## src/rtl/conv_pe_shift_reg_pkg.sv

```systemverilog
// Shared defaults and geometry helper for the streaming 3x3 convolution PE.
package conv_pe_shift_reg_pkg;
  localparam int DEF_WIDTH = 9;
  localparam int DEF_IMG_W = 32;
  localparam int DEF_K     = 3;

  // Shift register length covering two full rows plus one kernel row.
  function automatic int line_len(input int k, input int img_w);
    return (k - 1) * img_w + k;
  endfunction
endpackage

```

## src/rtl/conv_pe_shift_reg_line_buffer_sr.sv

```systemverilog
// Line-buffer shift register; exposes the KxK window taps, row-major (tap 0 = top-left).
module line_buffer_sr
  import conv_pe_shift_reg_pkg::*;
#(
  parameter int WIDTH = DEF_WIDTH,
  parameter int IMG_W = DEF_IMG_W,
  parameter int K     = DEF_K
) (
  input  logic                           clk,
  input  logic                           rst_n,
  input  logic [WIDTH-1:0]               data_i,
  output logic [K*K-1:0][WIDTH-1:0]      taps_o
);
  localparam int L = line_len(K, IMG_W);

  logic [L-1:0][WIDTH-1:0] sr_q, sr_d;

  always_comb sr_d = {sr_q[L-2:0], data_i};

  always_ff @(posedge clk) begin
    if (!rst_n) sr_q <= '0;
    else        sr_q <= sr_d;
  end

  // Oldest pixel sits at the highest index, so the top-left tap is sr[L-1].
  for (genvar r = 0; r < K; r++) begin : g_row
    for (genvar c = 0; c < K; c++) begin : g_col
      assign taps_o[r*K+c] = sr_q[(K-1-r)*IMG_W + (K-1-c)];
    end
  end
endmodule

```

## src/rtl/conv_pe_shift_reg.sv

```systemverilog
// Streaming 3x3 conv PE: kernel load on first 9 edges, then one signed MAC result per edge.
module conv_pe_shift_reg
  import conv_pe_shift_reg_pkg::*;
#(
  parameter int WIDTH = DEF_WIDTH,
  parameter int IMG_W = DEF_IMG_W,
  parameter int K     = DEF_K
) (
  input  logic                 clk,
  input  logic                 rst_n,
  input  logic [WIDTH-1:0]     data_in,
  input  logic [WIDTH-1:0]     weight_in,
  output logic [2*WIDTH-1:0]   data_out
);
  localparam int L   = line_len(K, IMG_W);
  localparam int NT  = K * K;
  localparam int PW  = 2 * WIDTH;
  localparam int AW  = PW + 4;
  localparam int CW  = $clog2(L + 1);
  localparam int WCW = $clog2(NT + 1);

  logic [CW-1:0]              pcnt_q, pcnt_d;
  logic [WCW-1:0]             wcnt_q, wcnt_d;
  logic [NT-1:0][WIDTH-1:0]   w_q, w_d;
  logic [NT-1:0][WIDTH-1:0]   taps;
  logic [PW-1:0]              dout_q, dout_d;
  logic signed [PW-1:0]       prod [NT];
  logic signed [AW-1:0]       acc;

  line_buffer_sr #(
    .WIDTH(WIDTH),
    .IMG_W(IMG_W),
    .K    (K)
  ) u_lb (
    .clk   (clk),
    .rst_n (rst_n),
    .data_i(data_in),
    .taps_o(taps)
  );

  // Operands are sign-extended to full product width before multiplying.
  for (genvar i = 0; i < NT; i++) begin : g_mul
    assign prod[i] = PW'(signed'(taps[i])) * PW'(signed'(w_q[i]));
  end

  always_comb begin
    acc = '0;
    for (int i = 0; i < NT; i++) acc = acc + AW'(prod[i]);
  end

  always_comb begin
    w_d    = w_q;
    wcnt_d = wcnt_q;
    if (wcnt_q < WCW'(NT)) begin
      w_d[wcnt_q] = weight_in;
      wcnt_d      = wcnt_q + WCW'(1);
    end
    pcnt_d = (pcnt_q < CW'(L)) ? pcnt_q + CW'(1) : pcnt_q;
    // Sum wraps to the output width; no saturation.
    dout_d = (pcnt_q < CW'(L)) ? '0 : acc[PW-1:0];
  end

  always_ff @(posedge clk) begin
    if (!rst_n) begin
      pcnt_q <= '0;
      wcnt_q <= '0;
      w_q    <= '0;
      dout_q <= '0;
    end else begin
      pcnt_q <= pcnt_d;
      wcnt_q <= wcnt_d;
      w_q    <= w_d;
      dout_q <= dout_d;
    end
  end

  assign data_out = dout_q;
endmodule

```

## config.mk

```make
export PLATFORM = sky130hd
export DESIGN_NAME = conv_pe_shift_reg
export DESIGN_NICKNAME = d
export VERILOG_FILES = /design/src/rtl/conv_pe_shift_reg_pkg.sv /design/src/rtl/conv_pe_shift_reg_line_buffer_sr.sv /design/src/rtl/conv_pe_shift_reg.sv
export SDC_FILE = /design/constraint.sdc
export NUM_CORES = 2
export LEC_CHECK = 0
export BUFFER_PORTS_ARGS = -buffer_cell sky130_fd_sc_hd__buf_2
export CAP_MARGIN = 10
export CORE_ASPECT_RATIO = 0.75
export CORE_MARGIN = 2
export CORE_UTILIZATION = 50
export CTS_CLUSTER_SIZE = 30
export DETAILED_ROUTE_END_ITERATION = 6
export GPL_TIMING_DRIVEN = 1
export HOLD_SLACK_MARGIN = 0.02
export PLACE_DENSITY_LB_ADDON = 0.05
export SYNTH_ARGS = -nofsm -noshare
export SYNTH_HDL_FRONTEND = slang
export SYNTH_SLANG_ARGS = --single-unit
```

## constraint.sdc

```tcl
create_clock -name clk -period 8.3 [get_ports clk]
set_input_delay 0.415 -clock clk [delete_from_list [all_inputs] [get_ports clk]]
set_output_delay 0.415 -clock clk [all_outputs]
set_load 0.02 [all_outputs]
```

==> run_results.csv <==
group,metric,value,unit
logic_synthesis,syn-instance-count,4681,
logic_synthesis,ys.flop_type,"dfxtp_1",
setup_path,critPathMostFrequentCell,"fa_1",
setup_path,cp_top_family,"adder cells",
min_path,holdCritPathClass,"input port to flop",
placement,place_congestion,0.941,
global_routing,grt_use_total,0.250,
logic_synthesis,synth_seq_area_share,0.296,
power_and_ir_drop,swShare,0.244,
routing,avgRoutedWirePerCell,19.7,µm
timing,finalMaxSlewViolations,0,
timing,setup_viol,0,
cts,cts_tree,"done",
power_and_ir_drop,p_per_area,144,nW/µm²
run,cap_violations,0,
setup_path,crit_buf_inv,5,
global_routing,grt_pass1_wl,184000,µm
setup_path,required,8.84,ns
logic_synthesis,synth_fp_nets,5743,
placement,hpwlAfterDp,92500,µm
global_routing,grt_pass1_vias,30111,
floorplanning,die-width,362,µm
power_and_ir_drop,p_int,5.66,mW
finish,final_nets,5693,
global_routing,grt_start_max_net_pins,292,
power_and_ir_drop,p_leak,23.8,nW
timing,finClkSkew,0.0317,ns
floorplanning,row_count,98,
cts,clock-sinks,713,
cts,clk_pin_slew,0.06,ns
timing,rsz0062_at_grt,"false",
placement,pre_cts_ws,0.200,ns
power_and_ir_drop,p_sw,1.83,mW
cts,h-tree-depth,3,
routing,dr.pass1.iters,5,
floorplanning,start_util,0.505,
setup_path,path_cells,"and2_1 -> fa_1 -> inv_1 -> fa_1 -> fa_1 -> fa_1 -> inv_1 -> fa_1 -> inv_1 -> fa_1 -> inv_1 -> fa_1 -> inv_1 -> fa_1 -> fa_1 -> fa_1 -> xor2_1 -> xnor2_1 -> xnor2_1 -> xnor2_1 -> xnor2_1 -> xnor3_1 -> xnor2_1 -> nor2_1",
cts,root_buffer,"clkbuf_16",
logic_synthesis,synth-edff-count,0,
finish,drive_gt1_frac,0.0459,
routing,drtIter0Drc,1910,
power_and_ir_drop,peakVddDrop,0.166,mV
setup_path,critPathKind,"flop to flop",
logic_synthesis,async_reset_ff_frac,0,
logic_synthesis,ys_ff_latch,713,
cts,cts_made_buffers,73,
routing,wl,117000,µm
logic_synthesis,synth_cell_types,33,
logic_synthesis,syn_area,48200,µm²
placement,place.port_buffers,37,
setup_path,worstSetupEndpointType,"flop",
timing,setup_tns,0,ns
power_and_ir_drop,comb_power_share,0.071,
global_routing,overflow,0,
timing,max_freq,124,MHz
floorplanning,dieHeight,273,µm
timing,worst_pin_slew,1.07,ns
power_and_ir_drop,seqPwrFrac,0.469,
setup_path,cp_slowest_cell,"fa_1",
setup_path,cp.arrival,8.57,ns
setup_path,start_kind,"flop",
global_routing,grt_antenna_before_repair,5,
routing,drc_errors,0,
floorplanning,ios,38,
routing,vias,28582,
routing,viasPerCell,4.82,
floorplanning,die_area,98900,µm²
timing,finalCritPeriodShare,0.968,
logic_synthesis,synth.yosys.warnings,0,
cts,clock_path_buffers,3,
finish,syn2layout_area_growth,8.21,%
timing,relSlewSlack,0.287,
floorplanning,core,95400,µm²
setup_path,path_max_fanout,10,
timing,hold_viol,0,
timing,timing.hold.ws,0.132,ns
cts,insertion_delay,0.68,ns
routing,ant_nets,0,
timing,min_period,8.03,ns
status,status,"finished clean",
logic_synthesis,syn_avg_cell_area,10.3,µm²
power_and_ir_drop,power_frac_clock,0.460,
setup_path,critical_path.max_stage_delay,0.73,ns
timing,fin_ws,0.268,ns
worst register-to-register path, delay by kind of cell (launching register included):
| kind | cells | cell delay (ns) |
|---|---|---|
| DFF | 1 | 0.42 |
| xor gates and xnor gates | 7 | 1.44 |
| adders and majority gates | 10 | 5.34 |
| and+or+nand+nor | 2 | 0.28 |
| buffers and inverters | 5 | 0.44 |
registers in the layout (all words and copies together) (netlist names):
| signal | cells |
|---|---|
| wcnt_q | 4 |
| pcnt_q | 7 |
| u_lb.taps_o | 81 |
| w_q | 81 |
| u_lb.sr_d | 522 |
| data_out | 18 |
per-layer routing:
layer  wire length [µm]  up-vias  GRT usage
met5                236        -     0.0158
met1              55400    14365      0.367
met3              12000      144     0.0942
met4               2620        4     0.0605
met2              46800      763      0.344
li1                   -    13306          -
what timing repair did:
| action | in CTS | in global routing |
|---|---|---|
| buffers inserted | 0 | 0 |
| endpoints found under the hold margin | 8 | 0 |
| endpoints found under the setup margin | 0 | 6 |
| resized for setup | 0 | 10 |
| hold buffers | 8 | 0 |
logic make-up after synthesis:
logic type	Yosys count	share of synthesized area
DFF	713	0.296
buffers and inverters	1133	0.0883
AOI/OAI and AO/OA	123	0.0178
adders and majority gates	1042	0.402
xor gates and xnor gates	97	0.0179
and+or+nand+nor	1573	0.178
power groups by stage:
stage	Sequential (mW)	Clock, mW	Combinational (mW)
6_report	3.51	3.45	0.532
5_1_grt	3.51	3.69	0.595
4_1_cts	3.50	3.56	0.530
3_5_place_dp	3.58	0	0.522
3_3_place_gp	3.58	0	0.525
2_1_floorplan	3.53	0	0.372
cells in the mapped netlist, types with 2 or more instances:
library cell | n | area (µm²)
a21boi_0 | 82 | 616
a21o_1 | 4 | 30.0
a21oi_1 | 12 | 60.1
a31oi_1 | 4 | 25.0
and2_1 | 957 | 5990
and3_1 | 9 | 56.3
clkbuf_1 | 219 | 822
dfxtp_1 | 713 | 14300
fa_1 | 844 | 16900
ha_1 | 198 | 2480
inv_1 | 914 | 3430
nand2_1 | 451 | 1690
nand2b_1 | 49 | 307
nand3_1 | 39 | 195
nor2_1 | 46 | 173
nor2b_1 | 8 | 50.1
nor3_1 | 5 | 25.0
nor4_1 | 2 | 12.5
o21a_1 | 2 | 15.0
o21ai_0 | 14 | 70.1
o21bai_1 | 2 | 15.0
or2_2 | 2 | 12.5
xnor2_1 | 82 | 718
xor2_1 | 14 | 123
final timing paths:
kind	startpoint	endpoint	slack, ns	cells past startpoint
max	w_q[5]	data_out[17]	0.27	24
min	data_in[5]	u_lb.taps_o[77]	0.13	2
max reg2reg	w_q[5]	data_out[17]	0.27	24
min reg2reg	u_lb.sr_d[529]	u_lb.sr_d[538]	0.42	1
cells in the final DEF, fill, tap and decap left out, types with 2 or more instances in the layout:
| cell type | count |
|---|---|
| a21oi_1 | 12 |
| fa_1 | 843 |
| clkinv_2 | 10 |
| clkinv_4 | 2 |
| and3_1 | 9 |
| or2_2 | 2 |
| o21a_1 | 2 |
| dfxtp_1 | 706 |
| a21o_1 | 4 |
| nand3_1 | 39 |
| nand2_1 | 451 |
| nor2_2 | 2 |
| a31oi_1 | 4 |
| clkinv_16 | 3 |
| inv_1 | 914 |
| clkbuf_8 | 16 |
| nor3_1 | 5 |
| nor2b_1 | 7 |
| clkbuf_1 | 11 |
| clkbuf_16 | 74 |
| xnor2_1 | 82 |
| o21bai_1 | 2 |
| o21ai_0 | 14 |
| xor2_1 | 14 |
| dfxtp_2 | 7 |
| buf_4 | 48 |
| bufinv_16 | 7 |
| and2_1 | 957 |
| a21boi_0 | 82 |
| dlygate4sd3_1 | 8 |
| nor4_1 | 2 |
| nand2b_1 | 49 |
| buf_2 | 36 |
| nor2_1 | 44 |
| ha_1 | 198 |
per-stage QoR:
step / power (mW) / cells / utilization / instance area [µm²]
6_report: 7.49 / 5934 / 0.546 / 52100
5_1_grt: 7.80 / 5933 / 0.546 / 52100
4_1_cts: 7.59 / 5933 / 0.546 / 52100
3_5_place_dp: 4.10 / 5798 / 0.519 / 49500
3_3_place_gp: 4.11 / 5798 / 0.519 / 49500
2_1_floorplan: 3.91 / 4681 / - / 48200
area by class of cell:
type	count	area [µm²]
clock buffers	101	2110
clock inverters	26	420
fillers	8653	43300
repair buffers	94	656
well taps	1250	1560
multi-input cells	2835	29700
inverters	914	3430
flip-flops and latches	713	14300
diodes	1	2.50
Note: power is estimated with default switching activity, not from simulation.
